**config.mk**
```make
export PLATFORM = sky130hd
export DESIGN_NAME = decode_ctrl
export DESIGN_NICKNAME = d
export VERILOG_FILES = /design/src/rtl/decode_ctrl.sv
export SDC_FILE = /design/constraint.sdc
export NUM_CORES = 1
export LEC_CHECK = 0
export CAP_MARGIN = 20
export CORE_AREA = 8 8 65 67
export DETAILED_ROUTE_END_ITERATION = 7
export DIE_AREA = 0 0 73 75
export HOLD_SLACK_MARGIN = 0.08
export PLACE_DENSITY_LB_ADDON = 0.3
export SLEW_MARGIN = 30
export SYNTH_ARGS = -nofsm -noshare
export SYNTH_HDL_FRONTEND = slang
export SYNTH_SLANG_ARGS = --single-unit
```
**constraint.sdc**
```tcl
create_clock -name clk -period 1.9 [get_ports clk]
set_input_delay 0.38 -clock clk [delete_from_list [all_inputs] [get_ports clk]]
set_output_delay 0.38 -clock clk [all_outputs]
set_load 0.02 [all_outputs]
```
**src/rtl/decode_ctrl.sv**
```systemverilog
// Decode-stage controller for a 5-stage RV32 pipeline: opcode decode, ID/EX control register,
// load-use stall sequencing, branch/jump flush and illegal-opcode trap.
module decode_ctrl #(
  parameter int unsigned STALL_CYCLES = 1,
  parameter bit          TRAP_EN      = 1'b1
) (
  input  logic        clk,
  input  logic        reset,
  input  logic [31:0] instr_d,
  input  logic        valid_d,
  input  logic        pc_src_e,
  input  logic        trap_clr,
  output logic [1:0]  immsrc_d,
  output logic        stall_f,
  output logic        stall_d,
  output logic        flush_d,
  output logic        regwrite_e,
  output logic        memwrite_e,
  output logic [1:0]  resultsrc_e,
  output logic        alusrc_e,
  output logic        branch_e,
  output logic        jump_e,
  output logic [1:0]  aluop_e,
  output logic [2:0]  funct3_e,
  output logic        funct7b5_e,
  output logic [4:0]  rd_e,
  output logic        valid_e,
  output logic        illegal_trap,
  output logic [1:0]  dbg_state_o
);

  localparam logic [1:0] S_RUN    = 2'd0;
  localparam logic [1:0] S_STALL  = 2'd1;
  localparam logic [1:0] S_TRAP   = 2'd2;
  localparam logic [1:0] CNT_LOAD = 2'(STALL_CYCLES - 1);

  typedef struct packed {
    logic       regwrite;
    logic       memwrite;
    logic [1:0] resultsrc;
    logic       alusrc;
    logic       branch;
    logic       jump;
    logic [1:0] aluop;
    logic [2:0] funct3;
    logic       funct7b5;
    logic [4:0] rd;
    logic       valid;
  } idex_t;

  logic [1:0] state_q, state_d;
  logic [1:0] cnt_q, cnt_d;
  idex_t      idex_q, idex_d, dec;
  logic       legal, hz, stall, flush;
  logic       unused_instr_bits;

  assign unused_instr_bits = ^{instr_d[31], instr_d[29:25]};

  always_comb begin
    immsrc_d     = 2'b00;
    dec          = '0;
    legal        = 1'b1;
    dec.funct3   = instr_d[14:12];
    dec.funct7b5 = instr_d[30];
    dec.rd       = instr_d[11:7];
    case (instr_d[6:0])
      7'b0000011: begin
        dec.regwrite  = 1'b1;
        dec.resultsrc = 2'b01;
        dec.alusrc    = 1'b1;
      end
      7'b0100011: begin
        immsrc_d     = 2'b01;
        dec.memwrite = 1'b1;
        dec.alusrc   = 1'b1;
      end
      7'b0110011: begin
        dec.regwrite = 1'b1;
        dec.aluop    = 2'b10;
      end
      7'b0010011: begin
        dec.regwrite = 1'b1;
        dec.alusrc   = 1'b1;
        dec.aluop    = 2'b10;
      end
      7'b1100011: begin
        immsrc_d   = 2'b10;
        dec.branch = 1'b1;
        dec.aluop  = 2'b01;
      end
      7'b1101111: begin
        immsrc_d      = 2'b11;
        dec.regwrite  = 1'b1;
        dec.resultsrc = 2'b10;
        dec.jump      = 1'b1;
      end
      default: legal = 1'b0;
    endcase
    // Without the trap, an illegal opcode travels down the pipe as a bubble.
    dec.valid = valid_d & legal;
  end

  assign hz = idex_q.valid && (idex_q.resultsrc == 2'b01) && (idex_q.rd != 5'd0) && valid_d &&
              ((instr_d[19:15] == idex_q.rd) || (instr_d[24:20] == idex_q.rd));

  always_comb begin
    state_d = state_q;
    cnt_d   = cnt_q;
    idex_d  = '0;
    stall   = 1'b0;
    flush   = 1'b0;
    case (state_q)
      S_RUN: begin
        if (pc_src_e) begin
          flush = 1'b1;
        end else if (hz) begin
          stall = 1'b1;
          cnt_d = CNT_LOAD;
          if (CNT_LOAD != 2'd0) state_d = S_STALL;
        end else if (valid_d && !legal && TRAP_EN) begin
          stall   = 1'b1;
          state_d = S_TRAP;
        end else begin
          idex_d = dec;
        end
      end
      S_STALL: begin
        if (pc_src_e) begin
          flush   = 1'b1;
          cnt_d   = 2'd0;
          state_d = S_RUN;
        end else begin
          stall = 1'b1;
          cnt_d = cnt_q - 2'd1;
          if (cnt_q <= 2'd1) state_d = S_RUN;
        end
      end
      S_TRAP: begin
        // A redirect from an older branch wins over the release; both drop the illegal instr.
        if (pc_src_e) begin
          flush   = 1'b1;
          state_d = S_RUN;
        end else begin
          stall = 1'b1;
          if (trap_clr) begin
            flush   = 1'b1;
            state_d = S_RUN;
          end
        end
      end
      default: state_d = S_RUN;
    endcase
  end

  always_ff @(posedge clk or posedge reset) begin
    if (reset) begin
      state_q <= S_RUN;
      cnt_q   <= 2'd0;
      idex_q  <= '0;
    end else begin
      state_q <= state_d;
      cnt_q   <= cnt_d;
      idex_q  <= idex_d;
    end
  end

  assign stall_f      = stall & ~reset;
  assign stall_d      = stall & ~reset;
  assign flush_d      = flush & ~reset;
  assign illegal_trap = (state_q == S_TRAP);
  assign dbg_state_o  = state_q;

  assign regwrite_e  = idex_q.regwrite;
  assign memwrite_e  = idex_q.memwrite;
  assign resultsrc_e = idex_q.resultsrc;
  assign alusrc_e    = idex_q.alusrc;
  assign branch_e    = idex_q.branch;
  assign jump_e      = idex_q.jump;
  assign aluop_e     = idex_q.aluop;
  assign funct3_e    = idex_q.funct3;
  assign funct7b5_e  = idex_q.funct7b5;
  assign rd_e        = idex_q.rd;
  assign valid_e     = idex_q.valid;

endmodule

```
==> flow_summary_export.csv <==
group,metric,value,unit
setup_path,critPathLaunchType,"primary input",
run,drv_cap,0,
finish,final_cell_mix,"buf_4, clkdlybuf4s50_1, dfrtp_1, nand2_1, dlygate4sd2_1",
status,status,"complete, but fails checks",
timing,timing.fmax,499.6,MHz
timing,finalClockSkew,0.002224,ns
floorplan,start_util,37.24,%
routing,vias,1253,
grt,grtUsageTotal,14.51,%
hold_path,hp-class,"in -> reg",
yosys,yosysUniqueCellTypes,37,
floorplan,rows,21,
power,power_frac_seq,38.2,%
timing,maxSlewViolCount,0,
grt,grt_pass1_wl,6244,µm
floorplan,fp.dieW,73,µm
status,violations,"negative setup slack",
power,powerDensity,529.1,nW/µm²
finish,antenna_cells,0,
routing,totalWireLength,4007,µm
setup_path,setup.worst_path.class,"in -> out",
setup_path,worst_path_largest_cell_delay,0.42,ns
setup_path,critical_path_required,1.52,ns
yosys,ys_warn_count,0,
yosys,syn_inst,113,
timing,fin_crit,2.002,ns
clocking,cts.sinks,20,
grt,antenna_found_initial,0,
clocking,ctsHoldBuffers,0,
routing,drt_first_iter_violations,30,
timing,finalSetupViolations,2,
grt,grt_pass1_vias,1364,
routing,ant_nets,0,
power,power.total,1.180,mW
setup_path,end_kind,"output pin",
routing,wl_met2,2309,µm
floorplan,core,3232,µm²
grt,grt-ovfl-total,0,
place,hpwl,3156,µm
yosys,avgSynthCellArea,10.65,µm²
power,switching_share,27.06,%
timing,hold_slack,0.4727,ns
timing,setup_slack,-0.1016,ns
finish,instances_no_fill,257,
power,clkPwrFrac,29.4,%
finish,syn_to_final_growth,85.24,%
place,portBuffers,56,
yosys,synth_area,1204,µm²
routing,post_drt_wl_per_cell,15.59,µm
clocking,cts_tree,"done",
floorplan,fp.dieH,75,µm
power,power_leakage,0.9611,nW
finish,layout_commonest_cell,"buf_4",
yosys,synth_nets,150,
routing,wl_met1,1462,µm
setup_path,cpLargestDelayFamily,"compound AO/OA/AOI/OAI gates",
yosys,ys_seq_area_share,41.58,%
power,netSwitchingPower,319.2,µW
floorplan,die_area,5475,µm²
yosys,synth_seq_cells,20,
finish,drive_gt1_share,39.34,%
routing,drc,0,
yosys,async_flop_share,100.0,%
clocking,root_buffer,"clkbuf_4",
clocking,clock_latency,0.30,ns
power,p_comb_share,32.4,%
routing,top_layer,"met4",
timing,finalCritPeriodShare,105.3,%
setup_path,crit_buf_inv,2,
setup_path,path_max_fanout,4,
setup_path,crit_arrival,1.62,ns
place,place_ws,-0.7006,ns
timing,final_hold_viol_count,0,
timing,rsz0062_at_grt,"yes",
yosys,synth_edf_count,0,
finish,filler_cell_count,251,
yosys,ys.flop_type,"dfrtp_1",
clocking,clk_pin_slew,0.12,ns
grt,grt_max_degree,21,
routing,wl_met3,182,µm
routing,dr.pass1.iters,4,
finish,nets,249,
clocking,clock_path_buffers,2,
routing,vias_per_cell,4.875,
finish,final_core_util,68.99,%
floorplan,ios,64,
place,placed_cells,242,
power,ir_drop,268.0,µV
clocking,h-tree-depth,1,
setup_path,crit_slowest_cell,"or3_4",
setup_path,crit_chain,"dlygate4sd2_1, or3_4, o21ai_4, o21bai_4, o2bb2ai_4, buf_6",
power,p_int,860.5,µW
clocking,cts_inserted_buffers,3,
place,gp_congestion,0.9045,
[registers in the layout, indices dropped and copies added (netlist names)]
name and cells:
aluop_e 2, branch_e 1, jump_e 1, alusrc_e 1, valid_e 1, funct3_e 3, rd_e 5, regwrite_e 1
memwrite_e 1, resultsrc_e 2, dbg_state_o 1, funct7b5_e 1
[worst paths after layout]
kind,startpoint,endpoint,slack [ns],cells after the start
max,instr_d[2],stall_f,-0.10,6
min,instr_d[4],resultsrc_e[0]$_DFF_PP0_,0.47,4
max reg2reg,rd_e[2]$_DFF_PP0_,funct3_e[2]$_DFF_PP0_,0.11,8
min reg2reg,dbg_state_o[1]$_DFFE_PP0P_,funct7b5_e$_DFF_PP0_,0.87,5
max in group asynchronous,reset,rd_e[2]$_DFF_PP0_,1.13,4
min in group asynchronous,reset,funct3_e[2]$_DFF_PP0_,0.55,4
[worst reg2reg max path, cell delays in order (launching register included)]
cell and delay (ns):
dfrtp_2 0.46, xnor2_1 0.14, nand3_1 0.13, buf_4 0.16
buf_4 0.12, buf_4 0.13, o22ai_4 0.25, buf_6 0.21
a211oi_2 0.08
[power groups by stage]
stage               clock [mW]  sequential, mW  combinational (mW)
floorplan                    0           0.477               0.146
global placement             0           0.456               0.347
detailed placement           0           0.458               0.358
CTS                      0.352           0.450               0.371
global route             0.371           0.453               0.408
finish                   0.347           0.450               0.382
[synthesized netlist by cell type, drive strengths merged (2+ instances only)]
cell / n / share of area [%]
a2111oi: 9 / 8.3
a211oi: 10 / 10
a21oi: 6 / 2.8
buf: 8 / 5.0
dfrtp: 20 / 42
inv: 2 / 0.62
nand2: 15 / 4.7
nand3: 5 / 2.5
nand4b: 2 / 1.5
nor2: 7 / 2.4
or2: 3 / 1.6
xnor2: 10 / 7.3
[final cells by class]
type	instances	area [µm²]	area share, %
clock inverter	1	30.03	1.347
tap	46	57.56	2.581
inverter	2	7.507	0.3367
multi-input combinational	82	689.4	30.92
clock buffer	3	22.52	1.010
timing repair buffer	103	920.9	41.30
sequential	20	501.7	22.50
[metrics by stage]
step	TNS [ns]	area, µm²
after floorplan	0	1225
after global placement	-3.467	2063
after detailed placement	-4.568	2063
after CTS	-0.2405	2163
after global routing	-0.3363	2230
final	-0.2028	2230
[repair_timing]
item | CTS | global route
pin swaps | 15 | 10
endpoints found under the setup margin | 5 | 14
buffers inserted | 6 | 5
cloned | 0 | 0
resized for setup | 38 | 9
[cell families after synthesis]
logic type      share of synthesized area, %
xor+xnor                               7.276
other cells                           0.3116
compound gates                         28.38
simple gates                           15.70
buf+inv                                5.924
mux                                   0.8316
flops                                  41.58
[layer usage]
metal / vias up / global-route usage, %
met3: 4 / 1.997
met5: - / 0
met1: 604 / 13.57
met4: 0 / 5.333
li1: 611 / -
met2: 34 / 30.59
No activity file was read; power rests on OpenSTA's default activity.
